### config.mk
export PLATFORM = sky130hd
export DESIGN_NAME = imm_gen_pipe
export DESIGN_NICKNAME = d
export VERILOG_FILES = /design/src/rtl/imm_pkg.sv /design/src/rtl/imm_decode.sv /design/src/rtl/imm_gen_pipe.sv
export SDC_FILE = /design/constraint.sdc
export NUM_CORES = 1
export LEC_CHECK = 0
export ABC_AREA = 1
export CAP_MARGIN = 20
export CORE_AREA = 2 2 110 112
export CTS_CLUSTER_DIAMETER = 120
export DETAILED_ROUTE_END_ITERATION = 8
export DIE_AREA = 0 0 112 114
export HOLD_SLACK_MARGIN = 0.08
export PLACE_DENSITY = 0.77
export SLEW_MARGIN = 20
export SYNTH_ARGS = -nofsm -noshare
export SYNTH_HDL_FRONTEND = slang
export SYNTH_SLANG_ARGS = --single-unit
### constraint.sdc
create_clock -name clk -period 1.65 [get_ports clk]
set_input_delay 0.2475 -clock clk [delete_from_list [all_inputs] [get_ports clk]]
set_output_delay 0.2475 -clock clk [all_outputs]
set_load 0.05 [all_outputs]
### src/rtl/imm_pkg.sv
`default_nettype none
// +----------------------------------------------------------------------+
// | imm_pkg : opcodes, immediate format codes and skid-buffer states     |
// | Revision: 1.0                                                        |
// +----------------------------------------------------------------------+
package imm_pkg;

  localparam logic [6:0] OP_LOAD   = 7'b0000011;
  localparam logic [6:0] OP_JALR   = 7'b1100111;
  localparam logic [6:0] OP_IMM    = 7'b0010011;
  localparam logic [6:0] OP_STORE  = 7'b0100011;
  localparam logic [6:0] OP_BRANCH = 7'b1100011;
  localparam logic [6:0] OP_LUI    = 7'b0110111;
  localparam logic [6:0] OP_AUIPC  = 7'b0010111;
  localparam logic [6:0] OP_JAL    = 7'b1101111;

  localparam logic [2:0] F3_SLL = 3'b001;
  localparam logic [2:0] F3_SR  = 3'b101;

  typedef enum logic [2:0] {
    IMM_I     = 3'd0,
    IMM_S     = 3'd1,
    IMM_B     = 3'd2,
    IMM_U     = 3'd3,
    IMM_J     = 3'd4,
    IMM_SHAMT = 3'd5,
    IMM_NONE  = 3'd7
  } imm_type_e;

  typedef enum logic [1:0] {
    ST_EMPTY = 2'd0,
    ST_ONE   = 2'd1,
    ST_TWO   = 2'd2
  } state_e;

endpackage
`default_nettype wire

### src/rtl/imm_decode.sv
`default_nettype none
// +----------------------------------------------------------------------+
// | imm_decode : combinational RV immediate extraction and extension     |
// | Revision: 1.0                                                        |
// +----------------------------------------------------------------------+
module imm_decode
  import imm_pkg::*;
#(
  parameter int XLEN = 64
) (
  input  logic [31:0]     instruction,
  output logic [XLEN-1:0] imm_data,
  output logic [2:0]      imm_type,
  output logic            illegal
);

  logic [6:0]        opcode;
  logic [2:0]        funct3;
  logic signed [11:0] imm_i;
  logic signed [11:0] imm_s;
  logic signed [12:0] imm_b;
  logic signed [31:0] imm_u;
  logic signed [20:0] imm_j;
  logic [XLEN-1:0]   shamt_ext;

  assign opcode = instruction[6:0];
  assign funct3 = instruction[14:12];
  assign imm_i  = instruction[31:20];
  assign imm_s  = {instruction[31:25], instruction[11:7]};
  assign imm_b  = {instruction[31], instruction[7], instruction[30:25], instruction[11:8], 1'b0};
  assign imm_u  = {instruction[31:12], 12'b0};
  assign imm_j  = {instruction[31], instruction[19:12], instruction[20], instruction[30:21], 1'b0};

  // RV64 shifts carry a 6-bit shamt, RV32 only 5 bits.
  generate
    if (XLEN == 64) begin : g_shamt64
      assign shamt_ext = {{(XLEN-6){1'b0}}, instruction[25:20]};
    end else begin : g_shamt32
      assign shamt_ext = {{(XLEN-5){1'b0}}, instruction[24:20]};
    end
  endgenerate

  always_comb begin
    imm_data = '0;
    imm_type = IMM_NONE;
    illegal  = 1'b0;
    case (opcode)
      OP_LOAD, OP_JALR: begin
        imm_data = XLEN'(imm_i);
        imm_type = IMM_I;
      end
      OP_IMM: begin
        if (funct3 == F3_SLL || funct3 == F3_SR) begin
          imm_data = shamt_ext;
          imm_type = IMM_SHAMT;
        end else begin
          imm_data = XLEN'(imm_i);
          imm_type = IMM_I;
        end
      end
      OP_STORE: begin
        imm_data = XLEN'(imm_s);
        imm_type = IMM_S;
      end
      OP_BRANCH: begin
        imm_data = XLEN'(imm_b);
        imm_type = IMM_B;
      end
      OP_LUI, OP_AUIPC: begin
        imm_data = XLEN'(imm_u);
        imm_type = IMM_U;
      end
      OP_JAL: begin
        imm_data = XLEN'(imm_j);
        imm_type = IMM_J;
      end
      default: illegal = 1'b1;
    endcase
  end

endmodule
`default_nettype wire

### src/rtl/imm_gen_pipe.sv
`default_nettype none
// +----------------------------------------------------------------------+
// | imm_gen_pipe : immediate generator behind a two-entry skid buffer    |
// | Revision: 1.0                                                        |
// +----------------------------------------------------------------------+
module imm_gen_pipe
  import imm_pkg::*;
#(
  parameter int XLEN  = 64,
  parameter int CNT_W = 16
) (
  input  logic             clk,
  input  logic             reset,
  input  logic             in_valid,
  output logic             in_ready,
  input  logic [31:0]      instruction,
  output logic             out_valid,
  input  logic             out_ready,
  output logic [XLEN-1:0]  imm_data,
  output logic [2:0]       imm_type,
  output logic             illegal,
  output logic [CNT_W-1:0] illegal_count
);

  typedef struct packed {
    logic [XLEN-1:0] imm;
    logic [2:0]      typ;
    logic            ill;
  } entry_t;

  localparam entry_t RESET_ENTRY = '{imm: '0, typ: IMM_NONE, ill: 1'b0};

  logic [XLEN-1:0] dec_imm;
  logic [2:0]      dec_type;
  logic            dec_ill;
  entry_t          dec_entry;

  state_e          state_q, state_d;
  entry_t          main_q, main_d;
  entry_t          skid_q, skid_d;
  logic            in_ready_q, in_ready_d;
  logic            out_valid_q, out_valid_d;
  logic [CNT_W-1:0] cnt_q, cnt_d;
  logic            in_fire;
  logic            out_fire;

  imm_decode #(
    .XLEN(XLEN)
  ) u_decode (
    .instruction(instruction),
    .imm_data   (dec_imm),
    .imm_type   (dec_type),
    .illegal    (dec_ill)
  );

  assign dec_entry = '{imm: dec_imm, typ: dec_type, ill: dec_ill};
  assign in_fire   = in_valid & in_ready_q;
  assign out_fire  = out_valid_q & out_ready;

  always_comb begin
    state_d = state_q;
    main_d  = main_q;
    skid_d  = skid_q;
    cnt_d   = cnt_q;
    case (state_q)
      ST_EMPTY: begin
        if (in_fire) begin
          state_d = ST_ONE;
          main_d  = dec_entry;
        end
      end
      ST_ONE: begin
        if (in_fire && out_fire) begin
          main_d = dec_entry;
        end else if (in_fire) begin
          state_d = ST_TWO;
          skid_d  = dec_entry;
        end else if (out_fire) begin
          state_d = ST_EMPTY;
        end
      end
      ST_TWO: begin
        if (out_fire) begin
          state_d = ST_ONE;
          main_d  = skid_q;
        end
      end
      default: state_d = ST_EMPTY;
    endcase
    if (in_fire && dec_ill && (cnt_q != {CNT_W{1'b1}})) begin
      cnt_d = cnt_q + 1'b1;
    end
    // Handshake flags follow the next state so they are plain flop outputs.
    in_ready_d  = (state_d != ST_TWO);
    out_valid_d = (state_d != ST_EMPTY);
  end

  always_ff @(posedge clk) begin
    if (reset) begin
      state_q     <= ST_EMPTY;
      main_q      <= RESET_ENTRY;
      skid_q      <= RESET_ENTRY;
      in_ready_q  <= 1'b0;
      out_valid_q <= 1'b0;
      cnt_q       <= '0;
    end else begin
      state_q     <= state_d;
      main_q      <= main_d;
      skid_q      <= skid_d;
      in_ready_q  <= in_ready_d;
      out_valid_q <= out_valid_d;
      cnt_q       <= cnt_d;
    end
  end

  assign in_ready      = in_ready_q;
  assign out_valid     = out_valid_q;
  assign imm_data      = main_q.imm;
  assign imm_type      = main_q.typ;
  assign illegal       = main_q.ill;
  assign illegal_count = cnt_q;

endmodule
`default_nettype wire

==> run_results.csv <==
group,metric,value,unit
synthesis,synth-seq-cells,92,
worst_setup_path,reg2reg_depth,9,
floorplan,initial_core_util,43.58,%
synthesis,yosysWarnings,0,
global_route,grt_max_degree,48,
route,drtIter0Drc,420,
floorplan,fp.coreArea,11710,um^2
timing,slew-limit-headroom,73.97,%
clock_tree,cts_tree,"built",
global_route,grt_util_all_layers,21.68,%
clock_tree,clkSinkCount,92,
worst_setup_path,critical_path_class,"flop to flop",
timing,holdWs,0.3731,ns
route,num_vias,5328,
clock_tree,cts-htree-levels,3,
min_path,hold_end,"illegal_count[13]",
outcome,outcome,"completed",
power,power_leakage,3.404,nW
floorplan,dieArea,12770,um^2
synthesis,yosysSeqAreaShare,36.09,%
route,detail_route.wl_per_cell,14.03,um
worst_setup_path,cp-start-kind,"flop",
timing,setup_slack,0.05738,ns
worst_setup_path,arrival,1.82,ns
power,power-per-cell-area,903.0,nW/um^2
clock_tree,cts.reportedPaths.clkPinSlew,0.07,ns
finish,area_growth,39.47,%
global_route,antenna_found_initial,0,
timing,max_freq,0.6279,GHz
worst_setup_path,path_max_fanout,12,
synthesis,async_flop_share,0,%
place,dpl_worst_slack,-0.2881,ns
synthesis,yosysTopAreaCell,"dfxtp_1",
floorplan,pin_count,122,
synthesis,synth_top_area_share,36.09,%
min_path,hold_depth,3,
floorplan,fp.dieW,112,um
place,post_dp_cell_area,6708,um^2
finish,drive_gt1_share,23.25,%
floorplan,rows,40,
finish,final_util,60.78,%
clock_tree,clk_path_buf_depth,2,
timing,setup_viol,0,
clock_tree,cts_buffers,9,
timing,tightest_slew,0.3898,ns
finish,final_area,7118,um^2
synthesis,syn_avg_cell_area,6.715,um^2
route,drc_errors,0,
timing,hold_viol,0,
clock_tree,root_buffer,"clkbuf_16",
synthesis,syn_area,5104,um^2
synthesis,syn_inst,760,
finish,layout.nets,905,
synthesis,synth_edf_count,0,
worst_setup_path,rrSetupSlack,0.06,ns
worst_setup_path,regToRegEndpoint,"illegal_count[3]",
timing,min_period,1.593,ns
route,ant_nets,0,
worst_setup_path,r2r-start,"illegal_count[0]",
timing,finalSetupTns,0,ns
job,cap_viol_max_count,0,
place,io_buffers,121,
worst_setup_path,cp-end-kind,"flop",
synthesis,netlist_top_cells_area,"dfxtp_1 (36%), nand2_1 (11%), a21oi_1 (9.9%)",
timing,drv_slew,0,
place,place.gp.congestion,0.9343,
timing,skew,0.006728,ns
clock_tree,clk_latency,0.35,ns
finish,diodes,0,
route,dr.pass1.iters,5,
global_route,grt_pass1_vias,4713,
min_path,hp-start,"reset",
timing,period_share,96.52,%
synthesis,synth_nets,797,
synthesis,synth_cell_type_count,34,
global_route,grt.overflow.total,0,
route,via_per_inst,5.224,
place,hpwl,9927,um
global_route,grt_pass1_wl,22730,um
min_path,min_path_type,"primary input to flop",
synthesis,ys.flop_type,"dfxtp_1",
power,ir_drop,472.4,uV
floorplan,die_y,114,um
worst_setup_path,required,1.87,ns
route,wirelength,14320,um
## logic make-up after synthesis
group | after synthesis | synth area share, %
flip-flops | 92 | 36.09
adder cells (fa/ha/maj) | 1 | 0.2451
AND/OR/NAND/NOR | 353 | 32.21
AO/OA/AOI/OAI | 178 | 17.55
buffers and inverters | 129 | 12.70
XOR/XNOR | 7 | 1.201
## synthesized netlist by cell type (2+ instances only)
master and number:
nor2_8 4, inv_1 53, nand3_1 52, nand3_2 2
nand2_1 151, nand4_1 9, xnor2_1 2, nand2_2 10
buf_1 5, a21oi_1 101, nor3_1 5, buf_2 8
buf_4 33, nand2_4 5, buf_6 4, o21ai_0 73
xor2_1 5, nor2_4 5, o21ai_1 2, nor2_1 103
clkbuf_1 20, dfxtp_1 92, inv_2 5
## registers in the layout, summed over array words and instances (netlist names)
| name | count |
|---|---|
| illegal | 1 |
| state_q | 2 |
| illegal_count | 16 |
| out_valid | 1 |
| imm_type | 3 |
| skid_q | 36 |
| in_ready | 1 |
| imm_data | 32 |
## power by group
group | switching [mW] | total [mW] | internal (mW)
Clock | 0.920 | 2.41 | 1.49
Sequential | 0.0696 | 2.41 | 2.34
Combinational | 0.993 | 1.61 | 0.617
Total | 1.98 | 6.43 | 4.45
## per-layer routing
metal,GRT usage [%],vias up,part of all wire (%)
met4,9.756,0,2.7
met1,28.87,2403,44
met5,0,-,0
met2,34.99,220,47
met3,3.348,30,6.7
li1,-,2675,-
## critical path, cell delays in order (launching register included)
cell	delay [ns]
dfxtp_4	0.38
ha_2	0.19
nand2_2	0.08
nor3_2	0.16
nand3_1	0.15
nand2_2	0.12
inv_2	0.09
buf_12	0.15
nand3_1	0.08
a21oi_1	0.07
## area by class of cell
type	count	area, um^2
repair buffers	167	1861
clock inverters	7	122.6
fillers	1071	4593
multi-input cells	539	2638
well taps	147	183.9
flip-flops and latches	92	1867
inverters	59	221.5
clock buffers	9	225.2
## layout by cell type, fill, tap and decap left out, drive strengths merged, types with 2 or more instances in the layout
cell type | synthesis | layout
a21oi | 101 | 101
buf | 50 | 133
bufinv | 0 | 3
clkbuf | 20 | 9
clkdlybuf4s50 | 0 | 31
clkinv | 1 | 2
clkinvlp | 0 | 2
dfxtp | 92 | 92
dlymetal6s2s | 0 | 3
inv | 58 | 59
nand2 | 166 | 166
nand3 | 55 | 55
nand3b | 2 | 2
nand4 | 9 | 9
nor2 | 113 | 113
nor3 | 6 | 6
o21ai | 75 | 75
xnor2 | 2 | 2
xor2 | 5 | 5
## worst max path at each step
stage / startpoint / endpoint / slack, ns
final: illegal_count[0] / illegal_count[3] / 0.06
after global routing: illegal_count[0] / illegal_count[2] / -0.03
after CTS: instruction[5] / imm_type[2] / 0.07
after detailed placement: instruction[5] / imm_type[2] / -0.29
after global placement: instruction[5] / imm_type[2] / -0.28
after floorplan: illegal_count[15] / illegal_count[14] / 0.0002
## repair_timing
| action | in CTS | in global routing |
|---|---|---|
| setup endpoints to repair | 0 | 37 |
| hold buffers | 0 | 0 |
| buffers inserted | 0 | 2 |
| resized for setup | 0 | 9 |
## per-stage QoR
step	cells	total power, mW
6_report	1020	6.428
2_1_floorplan	760	3.438
3_3_place_gp	1002	4.049
3_5_place_dp	1002	4.059
4_1_cts	1018	6.452
5_1_grt	1020	6.653
Power figures use the tool's default switching activity.
